--- config.mk ---
export PLATFORM = sky130hd
export DESIGN_NAME = seq_alu_param
export DESIGN_NICKNAME = d
export VERILOG_FILES = /design/src/rtl/seq_alu_pkg.sv /design/src/rtl/seq_alu_addsub.sv /design/src/rtl/seq_alu_param.sv
export SDC_FILE = /design/constraint.sdc
export NUM_CORES = 1
export LEC_CHECK = 0
export ABC_CLOCK_PERIOD_IN_PS = 4800
export CAP_MARGIN = 20
export CELL_PAD_IN_SITES_DETAIL_PLACEMENT = 1
export CELL_PAD_IN_SITES_GLOBAL_PLACEMENT = 2
export CORE_ASPECT_RATIO = 1.4
export CORE_MARGIN = 1.5
export CORE_UTILIZATION = 36
export CTS_BUF_LIST = sky130_fd_sc_hd__clkbuf_8
export DETAILED_ROUTE_END_ITERATION = 8
export PLACE_DENSITY_LB_ADDON = 0.15
export SYNTH_ARGS = -nofsm -noshare
export SYNTH_HDL_FRONTEND = slang
export SYNTH_SLANG_ARGS = --single-unit
--- constraint.sdc ---
create_clock -name clk -period 4.8 [get_ports clk]
set_input_delay 0.96 -clock clk [delete_from_list [all_inputs] [get_ports clk]]
set_output_delay 0.96 -clock clk [all_outputs]
set_load 0.1 [all_outputs]
--- src/rtl/seq_alu_pkg.sv ---
// rtl/seq_alu_pkg.sv - op codes, FSM state encoding and result packing shared by the seq_alu blocks
package seq_alu_pkg;

    localparam logic [2:0] OP_AND  = 3'b000;
    localparam logic [2:0] OP_OR   = 3'b001;
    localparam logic [2:0] OP_XOR  = 3'b010;
    localparam logic [2:0] OP_ADD  = 3'b011;
    localparam logic [2:0] OP_SUB  = 3'b100;
    localparam logic [2:0] OP_MUL  = 3'b101;
    localparam logic [2:0] OP_DIV  = 3'b110;
    localparam logic [2:0] OP_RSVD = 3'b111;

    // Widest operand the packing helper can carry.
    localparam int MAX_WIDTH = 64;

    typedef enum logic [2:0] {
        S_IDLE     = 3'd0,
        S_LOAD     = 3'd1,
        S_EXEC     = 3'd2,
        S_MUL_ITER = 3'd3,
`ifdef SEQ_ALU_DIV_EN
        S_DIV_ITER = 3'd4,
        S_DIV_FIX  = 3'd5,
`endif
        S_DONE     = 3'd6
    } state_t;

    // {hi, lo} for a w-bit half; callers truncate to 2*w bits.
    function automatic logic [2*MAX_WIDTH-1:0] pack_result(input logic [MAX_WIDTH-1:0] hi,
                                                           input logic [MAX_WIDTH-1:0] lo,
                                                           input int                   w);
        return ({{MAX_WIDTH{1'b0}}, hi} << w) | {{MAX_WIDTH{1'b0}}, lo};
    endfunction

endpackage

--- src/rtl/seq_alu_addsub.sv ---
// rtl/seq_alu_addsub.sv - N-bit adder/subtractor with carry out and signed overflow
module seq_alu_addsub #(
    parameter int N = 9
) (
    input  logic [N-1:0] a,
    input  logic [N-1:0] b,
    input  logic         sub,
    output logic [N-1:0] sum,
    output logic         cout,
    output logic         ovf
);

    logic [N-1:0] b_eff;

    assign b_eff       = sub ? ~b : b;
    assign {cout, sum} = {1'b0, a} + {1'b0, b_eff} + {{N{1'b0}}, sub};
    assign ovf         = (a[N-1] == b_eff[N-1]) && (sum[N-1] != a[N-1]);

endmodule

--- src/rtl/seq_alu_param.sv ---
// rtl/seq_alu_param.sv - multi-cycle ALU (logic, add/sub, Booth multiply, divide); divider only with SEQ_ALU_DIV_EN
module seq_alu_param
    import seq_alu_pkg::*;
#(
    parameter int WIDTH = 8
) (
    input  logic               clk,
    input  logic               resetn,
    input  logic               start,
    input  logic [2:0]         op,
    input  logic [WIDTH-1:0]   x,
    input  logic [WIDTH-1:0]   y,
    output logic               busy,
    output logic               done,
    output logic [2*WIDTH-1:0] result,
    output logic               err,
    output logic               ovf
);

    localparam int CW = $clog2(WIDTH);
    localparam int AW = WIDTH + 1;

    state_t           state, state_n;
    logic [AW-1:0]    a_reg, a_n;
    logic [WIDTH-1:0] q_reg, q_n;
    logic [WIDTH-1:0] m_reg, m_n;
    logic             qm1_reg, qm1_n;
    logic [CW-1:0]    cnt, cnt_n;
    logic [2:0]       op_reg, op_n;
    logic [2*WIDTH-1:0] result_n;
    logic             err_n, ovf_n;
    logic [AW-1:0]    booth_val;

    logic [AW-1:0]    add_a, add_b, add_sum;
    logic             add_sub, add_cout, add_ovf;
    logic             unused_cout;

    function automatic logic [2*WIDTH-1:0] pack(input logic [WIDTH-1:0] hi,
                                                input logic [WIDTH-1:0] lo);
        return (2*WIDTH)'(pack_result(MAX_WIDTH'(hi), MAX_WIDTH'(lo), WIDTH));
    endfunction

    seq_alu_addsub #(.N(AW)) u_addsub (
        .a    (add_a),
        .b    (add_b),
        .sub  (add_sub),
        .sum  (add_sum),
        .cout (add_cout),
        .ovf  (add_ovf)
    );

    assign unused_cout = add_cout;
    assign busy        = (state != S_IDLE);
    assign done        = (state == S_DONE);

    // ADD/SUB run with operands in the top WIDTH bits so the adder's own
    // overflow flag is the WIDTH-bit signed overflow.
    always_comb begin
        add_a   = {q_reg, 1'b0};
        add_b   = {m_reg, 1'b0};
        add_sub = (op_reg == OP_SUB);
        case (state)
            S_MUL_ITER: begin
                add_a   = a_reg;
                add_b   = {m_reg[WIDTH-1], m_reg};
                add_sub = q_reg[0] & ~qm1_reg;
            end
`ifdef SEQ_ALU_DIV_EN
            S_DIV_ITER: begin
                add_a   = {a_reg[WIDTH-1:0], q_reg[WIDTH-1]};
                add_b   = {1'b0, m_reg};
                add_sub = ~a_reg[AW-1];
            end
            S_DIV_FIX: begin
                add_a   = a_reg;
                add_b   = {1'b0, m_reg};
                add_sub = 1'b0;
            end
`endif
            default: ;
        endcase
    end

    always_comb begin
        state_n   = state;
        a_n       = a_reg;
        q_n       = q_reg;
        m_n       = m_reg;
        qm1_n     = qm1_reg;
        cnt_n     = cnt;
        op_n      = op_reg;
        result_n  = result;
        err_n     = err;
        ovf_n     = ovf;
        booth_val = a_reg;
        case (state)
            S_IDLE: begin
                if (start) begin
                    state_n = S_LOAD;
                    q_n     = x;
                    m_n     = y;
                    op_n    = op;
                    a_n     = '0;
                    qm1_n   = 1'b0;
                    cnt_n   = '0;
                end
            end
            S_LOAD: begin
                a_n   = '0;
                qm1_n = 1'b0;
                cnt_n = '0;
                case (op_reg)
                    OP_AND, OP_OR, OP_XOR, OP_ADD, OP_SUB: state_n = S_EXEC;
                    OP_MUL: state_n = S_MUL_ITER;
`ifdef SEQ_ALU_DIV_EN
                    OP_DIV: begin
                        if (m_reg == '0) begin
                            state_n  = S_DONE;
                            result_n = pack(q_reg, {WIDTH{1'b1}});
                            err_n    = 1'b1;
                            ovf_n    = 1'b0;
                        end else begin
                            state_n = S_DIV_ITER;
                        end
                    end
`endif
                    default: begin
                        state_n  = S_DONE;
                        result_n = '0;
                        err_n    = 1'b1;
                        ovf_n    = 1'b0;
                    end
                endcase
            end
            S_EXEC: begin
                state_n = S_DONE;
                err_n   = 1'b0;
                ovf_n   = 1'b0;
                case (op_reg)
                    OP_AND:  result_n = pack('0, q_reg & m_reg);
                    OP_OR:   result_n = pack('0, q_reg | m_reg);
                    OP_XOR:  result_n = pack('0, q_reg ^ m_reg);
                    default: begin
                        result_n = pack({WIDTH{add_sum[AW-1]}}, add_sum[AW-1:1]);
                        ovf_n    = add_ovf;
                    end
                endcase
            end
            S_MUL_ITER: begin
                booth_val = (q_reg[0] ^ qm1_reg) ? add_sum : a_reg;
                a_n       = {booth_val[AW-1], booth_val[AW-1:1]};
                q_n       = {booth_val[0], q_reg[WIDTH-1:1]};
                qm1_n     = q_reg[0];
                cnt_n     = cnt + 1'b1;
                if (cnt == CW'(WIDTH - 1)) begin
                    state_n  = S_DONE;
                    result_n = pack(a_n[WIDTH-1:0], q_n);
                    err_n    = 1'b0;
                    ovf_n    = 1'b0;
                end
            end
`ifdef SEQ_ALU_DIV_EN
            S_DIV_ITER: begin
                a_n   = add_sum;
                q_n   = {q_reg[WIDTH-2:0], ~add_sum[AW-1]};
                cnt_n = cnt + 1'b1;
                if (cnt == CW'(WIDTH - 1)) begin
                    state_n = S_DIV_FIX;
                end
            end
            S_DIV_FIX: begin
                // Negative partial remainder gets one restoring add.
                a_n      = a_reg[AW-1] ? add_sum : a_reg;
                state_n  = S_DONE;
                result_n = pack(a_n[WIDTH-1:0], q_reg);
                err_n    = 1'b0;
                ovf_n    = 1'b0;
            end
`endif
            S_DONE:  state_n = S_IDLE;
            default: state_n = S_IDLE;
        endcase
    end

    always_ff @(posedge clk or negedge resetn) begin
        if (!resetn) begin
            state   <= S_IDLE;
            a_reg   <= '0;
            q_reg   <= '0;
            m_reg   <= '0;
            qm1_reg <= 1'b0;
            cnt     <= '0;
            op_reg  <= '0;
            result  <= '0;
            err     <= 1'b0;
            ovf     <= 1'b0;
        end else begin
            state   <= state_n;
            a_reg   <= a_n;
            q_reg   <= q_n;
            m_reg   <= m_n;
            qm1_reg <= qm1_n;
            cnt     <= cnt_n;
            op_reg  <= op_n;
            result  <= result_n;
            err     <= err_n;
            ovf     <= ovf_n;
        end
    end

endmodule

==> impl_metrics.yaml, run 1 <==
setup_path:
  worstPathMaxFanout: 14
  cp-start-kind: "register"
  crit_chain: "nand3b_1 > buf_4 > mux2i_2 > buf_4 > xnor2_1 > ha_1 > a21o_1 > and2_1 > a311o_1 > o31ai_2 > xnor2_1 > o21ai_0 > a221o_1"
  r2r_start: "state[0]"
  crit_slowest_cell: "dfrtp_1"
  crit_buf_inv: 2
  cp.required_ps: 5010
  critPathTopFamily: "compound AO/OA/AOI/OAI gates"
  crit_start: "state[0]"
  cp-end-kind: "register"
  crit_path_max_incr_delay_ps: 530
  path_class: "register to register"
  critPathArrivalTime_ps: 3880
floorplan:
  start_util: 0.373
  die_h_um: 118
  die_w_um: 85.0
  core_area_mm2: 0.00908
  die_area_mm2: 0.0100
  rows: 41
  pin_count: 42
detailed_routing:
  wl_per_cell_um: 18.6
  drtPass1Iterations: 6
  via_count: 2791
  drcViolationCount: 6
  drt_iter0_drc: 111
  vias_per_cell: 5.44
  ant_nets: 0
  wirelength_mm: 9.53
global_routing:
  use_met3: 0.0281
  grt_max_degree: 53
  use_met1: 0.246
  grt-ovfl-total: 0
  grt_use_total: 0.198
  busiest_layer: "met2"
  first_global_vias: 2964
  grtUsageMet2: 0.349
  grt_first_pass_wirelength_mm: 15.5
  grt_antenna_before_repair: 0
hold_path:
  hold_path.class: "register to register"
  min-delay-start: "result[0]"
final_layout:
  largest_register_ffs: 16
  finish.utilization: 0.444
  area_growth_pct: 19.1
  nNetsFinal: 455
  fill_cells: 1070
  mostFrequentLayoutCell: "dfrtp_1"
  layout-drive-gt1-share: 0.0911
  final_cells: 513
  ff_latch_area_mm2: 0.00130
  top_register: "result"
  diodes: 0
  multi_input_area_mm2: 0.00189
  final_cell_mix: "dfrtp_1, clkdlybuf4s50_1, nand2_1"
synthesis:
  synth_cell_types: 55
  synth_warnings: 0
  synth_edf_count: 0
  synthArstFlopShare: 1.00
  synth_cells: 365
  synth_fa_ha_area_frac: 0.102
  synth_xor_area_frac: 0.0492
  synthSimpleGateAreaFrac: 0.126
  syn_area_mm2: 0.00339
  syn-mean-instance-area_um2: 9.28
  synth_seq_cells: 52
  synth_top_family_by_area: "compound AO/OA/AOI/OAI gates"
  synth_fp_nets: 414
  muxShareOfSynthArea: 0.0517
  synth_ff_type: "dfrtp_1"
  seq_area_frac_synth: 0.384
  synth_compound_area_frac: 0.229
timing:
  rsz0062_at_grt: "false"
  relSlewSlack: 0.249
  max_freq_mhz: 272
  finClkSkew_ps: 4.32
  min_period_ps: 3670
  tightest_slew_ps: 1130
  period_share: 0.765
  fin_setup_tns_ps: 0
  setup_viol: 0
  final-max-slew-violation-count: 0
  hold_violations: 0
clock_tree:
  cts_setup_buffers: 0
  cts_buffers: 5
  cts_tree: "built"
  cts_buffer_depth: 2
  clkLatencyLatePin_ps: 310
  path_clk_slew_ps: 90
  htree_levels: 2
  cts_hold_buf: 0
  clock_sinks: 52
  clock-root-buffer: "clkbuf_8"
  cts_resized: 0
outcome:
  violations: "DRC"
  status: "finished, violations left"
placement:
  gp_congestion: 0.808
  io_buffer_count: 41
  dp_cells: 505
  hpwl_mm: 7.13
job:
  cap_violations: 0
-- metal layers --
layer,share of wire,routed length [um]
met1,0.45,4250
met2,0.51,4880
met3,0.022,212
met4,0.019,184
met5,0,0
-- worst paths after layout --
path / end / slack, ps / cells past startpoint
min in group asynchronous: err / 760 / 2
max in group asynchronous: q_reg[1] / 3570 / 2
max: result[15] / 1130 / 13
max reg2reg: result[15] / 1130 / 13
min reg2reg: result[0] / 480 / 1
min: result[0] / 480 / 1
-- cell type report --
class / count / share of cell area
Timing Repair Buffer: 55 / 0.129
Clock buffer: 5 / 0.0171
Clock inverter: 2 / 0.00217
Inverter: 28 / 0.0261
Multi-Input combinational cell: 264 / 0.469
Tap cell: 107 / 0.0332
Sequential cell: 52 / 0.323
-- worst register-to-register path: stages (launching register included) --
cell and delay, ps:
dfrtp_1 530, nand3b_1 140, buf_4 210, mux2i_2 230, buf_4 220, xnor2_1 100, ha_1 360, a21o_1 230
and2_1 150, a311o_1 360, o31ai_2 290, xnor2_1 260, o21ai_0 150, a221o_1 330
-- through the flow --
| step | cell area, um^2 | hold slack (ps) | setup WS, ps |
|---|---|---|---|
| 6_report | 4030 | 484 | 1130 |
| 4_1_cts | 4020 | 491 | 1110 |
| 5_1_grt | 4030 | 512 | 885 |
| 2_1_floorplan | 3390 | 450 | 1330 |
| 3_3_place_gp | 3930 | 461 | 1240 |
| 3_5_place_dp | 3940 | 469 | 1140 |
-- logic make-up after synthesis --
logic type | after synthesis
AOI/OAI and AO/OA | 114
and+or+nand+nor | 89
DFF | 52
buffers and inverters | 49
adders and majority gates | 27
xor gates and xnor gates | 19
muxes | 15
-- cell usage after synthesis (all sizes together), types with 2 or more instances --
cell | number | area [um^2]
clkbuf | 16 | 60.1
nor3 | 2 | 21.3
o31ai | 2 | 20.0
mux2 | 7 | 78.8
a311oi | 2 | 23.8
o22a | 7 | 61.3
ha | 26 | 325
dfrtp | 52 | 1300
buf | 5 | 28.8
a21o | 10 | 75.1
o21ai | 31 | 155
nand2 | 36 | 135
a22o | 5 | 43.8
nor2 | 30 | 115
a22oi | 4 | 30.0
nand2b | 6 | 37.5
o21a | 2 | 15.0
inv | 28 | 105
a211oi | 4 | 30.0
xor2 | 4 | 35.0
a21oi | 25 | 125
and3b | 2 | 17.5
o221ai | 7 | 61.3
mux2i | 8 | 96.3
o21bai | 2 | 15.0
xnor2 | 15 | 131
a221o | 6 | 60.1
a211o | 2 | 17.5
Power of run 1 is left out: the tool's default activity adds up to more than one toggle a clock period on the data nets, which glitch-free logic cannot reach.
==> run 2, diff against run 1 <==
--- a/config.mk
+++ b/config.mk
@@ -5,7 +5,7 @@
 export SDC_FILE = /design/constraint.sdc
 export NUM_CORES = 1
 export LEC_CHECK = 0
-export ABC_CLOCK_PERIOD_IN_PS = 4800
+export ABC_CLOCK_PERIOD_IN_PS = 3500
 export CAP_MARGIN = 20
 export CELL_PAD_IN_SITES_DETAIL_PLACEMENT = 1
 export CELL_PAD_IN_SITES_GLOBAL_PLACEMENT = 2
==> constraint.sdc (replaced) <==
create_clock -name clk -period 3.5 [get_ports clk]
set_input_delay 0.7 -clock clk [delete_from_list [all_inputs] [get_ports clk]]
set_output_delay 0.7 -clock clk [all_outputs]
set_load 0.1 [all_outputs]
==> impl_metrics.yaml, run 2 (same netlist as run 1, synthesis figures left out) <==
outcome:
  violations: "DRC"
  status: "finished, violations left"
clock_tree:
  cts_buffers: 5
  clkLatencyLatePin_ps: 320
  clock_sinks: 52
  clock-root-buffer: "clkbuf_8"
  path_clk_slew_ps: 100
  cts_buffer_depth: 2
  cts_tree: "built"
  htree_levels: 2
  cts_hold_buf: 0
setup_path:
  cp-end-kind: "register"
  r2r-end: "result[13]"
  worstPathMaxFanout: 21
  reg2regPathDepth: 13
  crit_end: "result[13]"
  cp.required_ps: 3710
  cp-start-kind: "register"
  critPathArrivalTime_ps: 3610
  r2r_setup_slack_ps: 100
  r2r_start: "state[0]"
  path_class: "register to register"
  crit_start: "state[0]"
global_routing:
  grt-ovfl-total: 0
  grt_max_degree: 36
  grt_first_pass_wirelength_mm: 15.5
  first_global_vias: 3014
  grt_antenna_before_repair: 0
  grt_use_total: 0.198
final_layout:
  multi_input_area_mm2: 0.00193
  finish.utilization: 0.457
  largest_register_ffs: 16
  mostFrequentLayoutCell: "dfrtp_1"
  nNetsFinal: 463
  area_growth_pct: 22.6
  top_register: "result"
  final_cell_mix: "dfrtp_1, nand2_1, clkdlybuf4s50_1"
  fill_cells: 1063
  diodes: 0
  layout-drive-gt1-share: 0.135
  ff_latch_area_mm2: 0.00130
  final_cells: 522
timing:
  min_period_ps: 3400
  hold_violations: 0
  relSlewSlack: 0.350
  fin_setup_tns_ps: 0
  finClkSkew_ps: 8.34
  final-max-slew-violation-count: 0
  setup_viol: 0
  tightest_slew_ps: 972
  max_freq_mhz: 294
  rsz0062_at_grt: "true"
  period_share: 0.970
detailed_routing:
  vias_per_cell: 5.46
  drtPass1Iterations: 6
  wirelength_mm: 9.57
  via_count: 2852
  drt-met1-wl_mm: 4.15
  wl_per_cell_um: 18.3
  wl_met3_um: 195
  drt_iter0_drc: 79
  topRoutingLayerUsed: "met4"
  routed-wl-met2_mm: 5.08
  drcViolationCount: 6
  ant_nets: 0
floorplan:
  pin_count: 42
  die_area_mm2: 0.0100
  die_w_um: 85.0
  rows: 41
  start_util: 0.373
  die_h_um: 118
  core_area_mm2: 0.00908
job:
  cap_violations: 0
placement:
  dp_cells: 512
  hpwl_mm: 7.36
  io_buffer_count: 41
  gp_congestion: 0.821
hold_path:
  hold_path.class: "input port to asynchronous set/reset pin"
[run 2: critical path: stages, from the launching register on]
cell and delay (ps):
dfrtp_2 450, and3b_1 230, buf_12 160, buf_12 150, nand2_1 60, o21ai_0 90
ha_1 400, a21o_1 240, and2_1 160, a311o_1 380, xor2_1 210, mux2_2 300
and3_1 180, a211o_1 260
[run 2: worst min path at each step]
stage	startpoint	end
floorplan	resetn	a_reg[0]
global placement	result[1]	result[1]
detailed placement	result[3]	result[3]
CTS	resetn	cnt[2]
global route	resetn	cnt[1]
finish	resetn	err
[run 2: through the flow]
stage | setup slack (ps) | instance area, um^2 | hold WS (ps)
floorplan | 32.9 | 3390 | 404
global placement | 119 | 4000 | 461
detailed placement | 49.4 | 4000 | 475
CTS | 13.5 | 4090 | 446
global route | -42.8 | 4150 | 462
finish | 103 | 4150 | 418
[run 2: layout make-up]
type,count,area share
clock buffer,6,0.0199
clock inverter,2,0.00271
tap,107,0.0322
multi-input combinational,264,0.465
timing repair buffer,63,0.141
inverter,28,0.0253
sequential,52,0.314
[run 2: what timing repair did]
item | in CTS | in global routing
resized for setup | 0 | 8
endpoints found under the hold margin | 0 | 0
setup endpoints to repair | 0 | 9
setup buffers | 0 | 2
[run 2: routing by layer]
layer / vias up / track usage
met1: 1421 / 0.241
met4: 0 / 0.0482
met5: - / 0
met2: 37 / 0.360
met3: 11 / 0.0273
li1: 1383 / -
Power of run 2 is left out for the same reason.
